**config.mk**
```make
export PLATFORM = sky130hd
export DESIGN_NAME = booth_divider_n
export DESIGN_NICKNAME = d
export VERILOG_FILES = /design/src/rtl/booth_div_pkg.sv /design/src/rtl/booth_divider_n_step.sv /design/src/rtl/booth_divider_n.sv
export SDC_FILE = /design/constraint.sdc
export NUM_CORES = 1
export LEC_CHECK = 0
export CAP_MARGIN = 30
export CORE_MARGIN = 2
export CORE_UTILIZATION = 55
export CTS_CLUSTER_DIAMETER = 150
export DETAILED_ROUTE_END_ITERATION = 16
export PLACE_DENSITY = 0.76
export SETUP_SLACK_MARGIN = 0.05
export SLEW_MARGIN = 20
export SYNTH_ARGS = -nofsm -noshare
export SYNTH_HDL_FRONTEND = slang
export SYNTH_SLANG_ARGS = --single-unit
```
**constraint.sdc**
```tcl
create_clock -name clk_i -period 4 [get_ports clk_i]
set_input_delay 0.8 -clock clk_i [delete_from_list [all_inputs] [get_ports clk_i]]
set_output_delay 0.8 -clock clk_i [all_outputs]
set_load 0.01 [all_outputs]
```
**src/rtl/booth_div_pkg.sv**
```systemverilog
// Shared types and sizing helpers for the sequential signed divider.
package booth_div_pkg;

    typedef enum logic [1:0] {IDLE, CALC, FIX, DONE} div_state_t;

    // Counter width: must hold values 0..n for n+1 quotient steps.
    function automatic int div_cnt_w(input int n);
        return $clog2(n + 1);
    endfunction

endpackage

```
**src/rtl/booth_divider_n_step.sv**
```systemverilog
// One combinational restoring-division step on unsigned magnitudes.
module div_step_n #(
    parameter int N = 8
) (
    input  logic [N+1:0] rem,
    input  logic         din_bit,
    input  logic [N:0]   b_mag,
    output logic [N+1:0] rem_nxt,
    output logic         q_bit
);

    logic [N+2:0] shifted;
    logic [N+2:0] b_ext;

    always_comb begin
        shifted = {rem, din_bit};
        b_ext   = (N+3)'(b_mag);
        q_bit   = (shifted >= b_ext);
        // rem stays below |b| <= 2^N, so the result always fits N+2 bits.
        rem_nxt = (N+2)'(q_bit ? (shifted - b_ext) : shifted);
    end

endmodule

```
**src/rtl/booth_divider_n.sv**
```systemverilog
// Sequential signed divider: restoring shift-subtract on magnitudes plus sign fix-up.
// Optional BOOTH_DIV_DBZ_EN adds dbz_o and an early exit for a zero divisor.
module booth_divider_n
    import booth_div_pkg::*;
#(
    parameter int N = 8
) (
    input  logic       clk_i,
    input  logic       rst_i,
    input  logic       start_i,
    input  logic [N:0] data0_i,
    input  logic [N:0] data1_i,
    output logic       busy_o,
    output logic       done_o,
    output logic [N:0] q_o,
    output logic [N:0] r_o
`ifdef BOOTH_DIV_DBZ_EN
    ,
    output logic       dbz_o
`endif
);

    localparam int CW = div_cnt_w(N);

    div_state_t     state, state_nxt;
    logic [CW-1:0]  cnt;
    logic [N+1:0]   rem;
    logic [N:0]     quo;
    logic [N:0]     b_mag;
    logic [N:0]     a_lat;
    logic           sa, sb, bz;

    logic           accept;
    logic           early_exit;
    logic [N:0]     a_mag_in, b_mag_in;
    logic [N+1:0]   step_rem;
    logic           step_q;

    div_step_n #(.N(N)) u_step (
        .rem     (rem),
        .din_bit (quo[N]),
        .b_mag   (b_mag),
        .rem_nxt (step_rem),
        .q_bit   (step_q)
    );

    always_comb begin
        accept   = start_i && ((state == IDLE) || (state == DONE));
        // Unsigned N+1-bit magnitude: -2^N maps onto 2^N without an extra bit.
        a_mag_in = data0_i[N] ? -data0_i : data0_i;
        b_mag_in = data1_i[N] ? -data1_i : data1_i;
`ifdef BOOTH_DIV_DBZ_EN
        early_exit = (data1_i == '0);
`else
        early_exit = 1'b0;
`endif
    end

    always_ff @(posedge clk_i) begin
        if (rst_i) state <= IDLE;
        else       state <= state_nxt;
    end

    always_comb begin
        state_nxt = state;
        busy_o    = 1'b0;
        done_o    = 1'b0;
        case (state)
            IDLE, DONE: begin
                done_o = (state == DONE);
                if (accept) state_nxt = early_exit ? DONE : CALC;
                else        state_nxt = IDLE;
            end
            CALC: begin
                busy_o = 1'b1;
                if (cnt == CW'(N)) state_nxt = FIX;
            end
            FIX: begin
                busy_o    = 1'b1;
                state_nxt = DONE;
            end
            default: state_nxt = IDLE;
        endcase
    end

    always_ff @(posedge clk_i) begin
        if (rst_i) begin
            cnt   <= '0;
            rem   <= '0;
            quo   <= '0;
            b_mag <= '0;
            a_lat <= '0;
            sa    <= 1'b0;
            sb    <= 1'b0;
            bz    <= 1'b0;
            q_o   <= '0;
            r_o   <= '0;
`ifdef BOOTH_DIV_DBZ_EN
            dbz_o <= 1'b0;
`endif
        end else if (accept) begin
            cnt   <= '0;
            rem   <= '0;
            quo   <= a_mag_in;
            b_mag <= b_mag_in;
            a_lat <= data0_i;
            sa    <= data0_i[N];
            sb    <= data1_i[N];
            bz    <= (data1_i == '0);
`ifdef BOOTH_DIV_DBZ_EN
            if (early_exit) begin
                q_o   <= '1;
                r_o   <= data0_i;
                dbz_o <= 1'b1;
            end
`endif
        end else if (state == CALC) begin
            rem <= step_rem;
            quo <= {quo[N-1:0], step_q};
            cnt <= cnt + CW'(1);
        end else if (state == FIX) begin
            if (bz) begin
                q_o <= '1;
                r_o <= a_lat;
            end else begin
                q_o <= (sa ^ sb) ? -quo : quo;
                r_o <= sa ? -rem[N:0] : rem[N:0];
            end
`ifdef BOOTH_DIV_DBZ_EN
            dbz_o <= bz;
`endif
        end
    end

endmodule

```
---- After elaboration in Yosys (flattened, before gate mapping) ----
Cells that the tools add are included.
cells by class
  $add $sub $neg .......................... 6
  multiply operators ...................... 0
  divide/modulo/power cells ............... 0
  $lt $le $gt $ge ......................... 1
  equal/unequal tests ..................... 5
  shifts and indexed selects .............. 0
  mux-type cells .......................... 14
  bitwise gates (word level) .............. 3
  reduce and logical (&&, ||, !) cells .... 9
operators by type and width
  cell                   number
  $mux W9                8
  $neg A9 Y9             4
  $ge A11 B9 Y1          1
  $mux W10               1
  $sub A10 B9 Y10        1
  $logic_not A9 Y1       1
  $pmux W2 S3            1
  $reduce_or A2 Y1       3
  $add A4 B1 Y4 const B  1
  $eq A2 B2 Y1 const B   2
  $eq A4 B4 Y1 const B   1
  $mux W1                3
  $reduce_and A3 Y1      1
  $eq A2 B1 Y1 const B   1
  $logic_not A2 Y1       1
  $mux W2                1
  $ne A2 B2 Y1 const B   1
  $not A1 Y1             2
  $reduce_bool A2 Y1     1
  $logic_and A1 B1 Y1    1
  $logic_or A1 B1 Y1     1
  $xor A1 B1 Y1          1
word-level totals
  flip-flop bits (word level) ............. 64
  bits in latches ......................... 0
  RAM bits ................................ 0
  bits in read-only memories .............. 0
  output and inout bits ................... 20
  logic and storage cells ................. 49
  memories kept ........................... 0

---- Logic depth before layout (Yosys ltp) ----
  word-level depth ........................ 5
  mapped depth ............................ 9
  depth with buffers taken out ............ 9

---- By module ----
From an unflattened synthesis, not the netlist that was laid out.
second synthesis, totals
  cell total of the unflattened synthesis .. 444
  area, all modules ....................... 3,733.6 um^2
modules (own cells, without submodules)
  module           instances  cells an instance  area an instance (um^2)
  booth_divider_n  1          373                3,173.0
  div_step_n       1          71                 560.5

---- Worst setup path before layout ----
OpenSTA, ideal clock, no wires.
  path type ............................... reg2reg
  from .................................... register rem[4]
  to ...................................... register rem[4]
  library setup time ...................... 66 ps
  arrival ................................. 1,915 ps
  required time ........................... 3,934 ps
  setup slack ............................. 2,019 ps
  cell stages (with the launch flop) ...... 9
  cell sequence ........................... dfxtp_1 -> ha_1 -> nand4_1 -> o31ai_2 -> nor3b_1 -> and2_4 -> buf_6 -> o31a_1 -> a21oi_2
between the ends
  cells in the longest elaborated chain, start to end .. 2
RTL lines
  item                    RTL line                    text
  start, declared         booth_divider_n.sv:27       logic [N+1:0] rem;
  start signal, assigned  booth_divider_n.sv:118      rem <= step_rem;
  $ge A11 B9 Y1           booth_divider_n_step.sv:18  q_bit = (shifted >= b_ext);
  $mux W10                booth_divider_n_step.sv:20  rem_nxt = (N+2)'(q_bit ? (shifted - b_ext) : shifted);
No other way between the ends.
A chain may end at the register's enable or synchronous reset.

---- Worst setup path in the final report ----
  from .................................... register state[0]
  to ...................................... output busy_o
between the ends
  cells in the longest elaborated chain, start to end .. 3
RTL lines
  item                                                 RTL line               text
  start, declared                                      booth_divider_n.sv:25  div_state_t state, state_nxt;
  start signal, assigned                               booth_divider_n.sv:61  else state <= state_nxt;
  $eq A2 B1 Y1 / $eq A2 B2 Y1 (equally long branches)  booth_divider_n.sv:68  case (state)
  $reduce_or A2 Y1 (no source line) (*)                n/a
  $mux W1 (*)                                          booth_divider_n.sv:68
  end, declared                                        booth_divider_n.sv:13  output logic busy_o,
Mark *: on every way between the ends. The rest lies on a longest branch, timed or not.

==> flow_summary_export.csv <==
group,metric,value,unit
status,status,"complete, no violations",
worst_setup_path,crit_slowest_cell,"clkdlybuf4s50_1",
pwr,pwr-share-seq,0.310,
timing,worstMarginPinSlew,0.693,ns
synthesis,ys_types,44,
clocking,path_clk_slew,0.07,ns
placement,io_buffer_count,40,
worst_setup_path,critical_path_class,"reg2out",
timing,final-max-slew-violation-count,0,
worst_setup_path,r2r_start,"quo[8]$_SDFFE_PP0P_",
min_path,hold_path.startpoint,"a_lat[2]$_SDFFE_PP0P_",
synthesis,async_reset_ff_frac,0,
global_route,grt_antenna_before_repair,0,
timing,hold_viol_final,0,
die,fp.dieH,85,µm
pwr,sw_frac_of_total,0.429,
min_path,min_path_cells,2,
pwr,power.switching,0.00135,W
worst_setup_path,critPathLaunch,"state[0]$_SDFFE_PP0P_",
worst_setup_path,crit_family,"buffers and inverters",
drt,drc,0,
die,die_x,85,µm
cells_and_area,seqCellArea,1260,µm²
placement,placed_cell_area,4050,µm²
clocking,cts_buffer_depth,2,
pwr,p_clk_frac,0.155,
synthesis,synth_common_cells,"dfxtp_1 (63), nand2_1 (55), nor2_1 (50)",
clocking,cts_setup_buffers,0,
global_route,track_usage,0.234,
drt,drt-pass1-iter-count,4,
synthesis,synthTopCellsByArea,"dfxtp_1 (35%), ha_1 (6.2%), nand2_1 (5.7%), xnor2_1 (5.6%), nor2_1 (5.2%)",
clocking,cts_root_buf,"clkbuf_8",
pwr,total_leakage_power,1.59,nW
clocking,cts_hold_buffers,0,
placement,dpl.hpwl,5790,µm
synthesis,synthesis.area,3610,µm²
worst_setup_path,startpoint_type,"flip-flop",
worst_setup_path,slowest_delay,0.53,ns
worst_setup_path,cp_max_fo,4,
global_route,grt_max_degree,52,
die,core,6350,µm²
die,initial_utilization,0.568,
clocking,clkSinkCount,63,
drt,drt_iter0_markers,230,
timing,fmax,396,MHz
timing,relSlewSlack,0.534,
drt,wl,8030,µm
cells_and_area,layout.nets,525,
synthesis,yosysMostFrequentCell,"dfxtp_1",
pwr,power_frac_comb,0.535,
clocking,cts_resized,0,
pwr,p_per_area,747,nW/µm²
pwr,internal-power,0.00180,W
synthesis,yosysTopAreaCell,"dfxtp_1",
synthesis,synth_top_area_frac,0.350,
cells_and_area,n_fill_cell,521,
clocking,cts_tree,"done",
drt,viasPerCell,5.65,
die,die-area,7230,µm²
worst_setup_path,required,3.20,ns
cells_and_area,fin_area,4230,µm²
worst_setup_path,end_kind,"primary output",
cells_and_area,num_antenna_cells,0,
clocking,cts_max_level,3,
global_route,gr-total-overflow,0,
synthesis,synth_cells,454,
synthesis,synth_area_per_cell,7.95,µm²
worst_setup_path,crit_buf_inv,3,
timing,fin_crit,2.53,ns
timing,fin_crit_sh,0.632,
pwr,irDropWorstVdd,524,µV
die,rows,29,
clocking,cts-buffers-inserted,9,
synthesis,yosysSeqAreaShare,0.350,
drt,wire_per_inst,14.2,µm
timing,final.setup.tns,0,ns
clocking,insertion_delay,0.34,ns
timing,skew,0.00681,ns
synthesis,synth_edf_count,0,
drt,ant_nets,0,
cells_and_area,multi_input_area,2130,µm²
min_path,min_to,"a_lat[2]$_SDFFE_PP0P_",
worst_setup_path,r2r_end,"rem[6]$_SDFFE_PP0P_",
flow_run,maxCapViolations,0,
timing,setup_viol,0,
worst_setup_path,crit_chain,"inv_1 -> ha_1 -> inv_1 -> clkdlybuf4s50_1",
min_path,min_path_type,"reg2reg",
timing,rsz0062_at_grt,"false",
placement,gp_congestion,0.892,
die,io_pins,41,
synthesis,synthFlopType,"dfxtp_1",
global_route,grt_pass1_vias,2863,
worst_setup_path,cp.arrival,1.73,ns
synthesis,syn_nets,494,
drt,num_vias,3196,
worst_setup_path,cpMostUsedCell,"inv_1",
worst_setup_path,regToRegSetupSlack,1.74,ns
synthesis,yosysWarningCount,0,
worst_setup_path,rr_worst_depth,9,
global_route,grt_pass1_wl,13600,µm
cells_and_area,syn2layout_area_growth,17.1,%
synthesis,synth-seq-cells,63,
cells_and_area,drive_above_1_share,0.0491,
==> area by class of cell <==
cell class / instances / share of cell area
clock inverter: 3 / 0.00444
inverter: 30 / 0.0266
multi-input combinational: 335 / 0.504
sequential: 63 / 0.298
clock buffer: 12 / 0.0367
timing repair buffer: 46 / 0.107
tap: 77 / 0.0228
==> power groups by stage <==
stage | Clock, W | Sequential (W) | Combinational (W)
after CTS | 0.000503 | 0.000975 | 0.00168
after global routing | 0.000522 | 0.00100 | 0.00191
after global placement | 0 | 0.000982 | 0.00163
after floorplan | 0 | 0.000955 | 0.00130
after detailed placement | 0 | 0.000988 | 0.00167
final | 0.000489 | 0.000978 | 0.00169
==> logic make-up (layout without fill, tap and decap cells) <==
family                     count (synthesis)  in the layout  synth area share
and+or+nand+nor                          147            147             0.181
AOI/OAI and AO/OA                        120            120             0.216
DFF                                       63             63             0.350
buffers and inverters                     56             91            0.0603
xor gates and xnor gates                  33             33            0.0801
adders and majority gates                 19             19            0.0680
muxes                                     16             16            0.0444
==> routing by layer <==
metal	track usage	share of wire
met1	0.341	0.51
met2	0.345	0.44
met3	0.0370	0.039
met4	0.0909	0.017
met5	0	0
==> worst max-delay path by stage <==
stage / depth (start not counted) / end
6_report: 4 / busy_o
5_1_grt: 4 / busy_o
4_1_cts: 4 / busy_o
3_5_place_dp: 8 / b_mag[8]$_SDFFE_PP0P_
3_3_place_gp: 6 / rem[2]$_SDFFE_PP0P_
2_1_floorplan: 8 / rem[4]$_SDFFE_PP0P_
==> state kept, by name, summed over array words and instances (netlist names) <==
| register | flops |
|---|---|
| cnt | 4 |
| bz | 1 |
| b_mag | 9 |
| sb | 1 |
| state | 2 |
| rem | 10 |
| r_o | 9 |
| a_lat | 9 |
| quo | 9 |
| q_o | 9 |
==> through the flow <==
step	hold WS (ns)	util	setup WS, ns	power (W)	std cells
floorplan	0.432	-	2.02	0.00225	454
global placement	0.444	0.636	1.55	0.00261	550
detailed placement	0.447	0.638	1.46	0.00266	551
CTS	0.456	0.666	1.46	0.00316	566
global route	0.486	0.666	1.39	0.00343	566
finish	0.456	0.666	1.47	0.00316	566
==> worst register-to-register path, stage by stage (launching register included) <==
cell and delay [ns]:
dfxtp_1 0.43, inv_1 0.07, ha_1 0.21, fa_1 0.38, nand2b_1 0.21, a211oi_1 0.31
o21a_1 0.16, o21ai_0 0.07, o311ai_0 0.12, a31oi_1 0.15
==> cells in the final DEF, fill, tap and decap left out, types with 2 or more instances in the layout <==
cell	synthesis	routed
clkdlybuf4s50_1	0	40
buf_4	0	5
a211oi_1	21	21
o21a_1	2	2
a21oi_1	32	32
xor2_1	10	10
a21o_1	2	2
nor2_1	50	50
clkbuf_8	0	11
nor3b_1	2	2
a31oi_1	8	8
mux2i_1	16	16
inv_1	29	29
nand3_1	4	4
o31ai_1	6	6
xnor2_1	23	23
nand2b_1	13	13
o311ai_1	2	2
o31a_1	2	2
o22ai_1	2	2
nand4_1	4	4
nand4b_1	2	2
o21ai_0	23	23
o31ai_2	2	2
dfxtp_1	63	63
ha_1	18	18
a311oi_1	9	9
clkinv_2	0	2
o211a_1	2	2
o21ai_1	2	2
nand2_1	55	55
nor2b_1	3	3
nor3_1	9	9
Power figures use the tool's default switching activity.
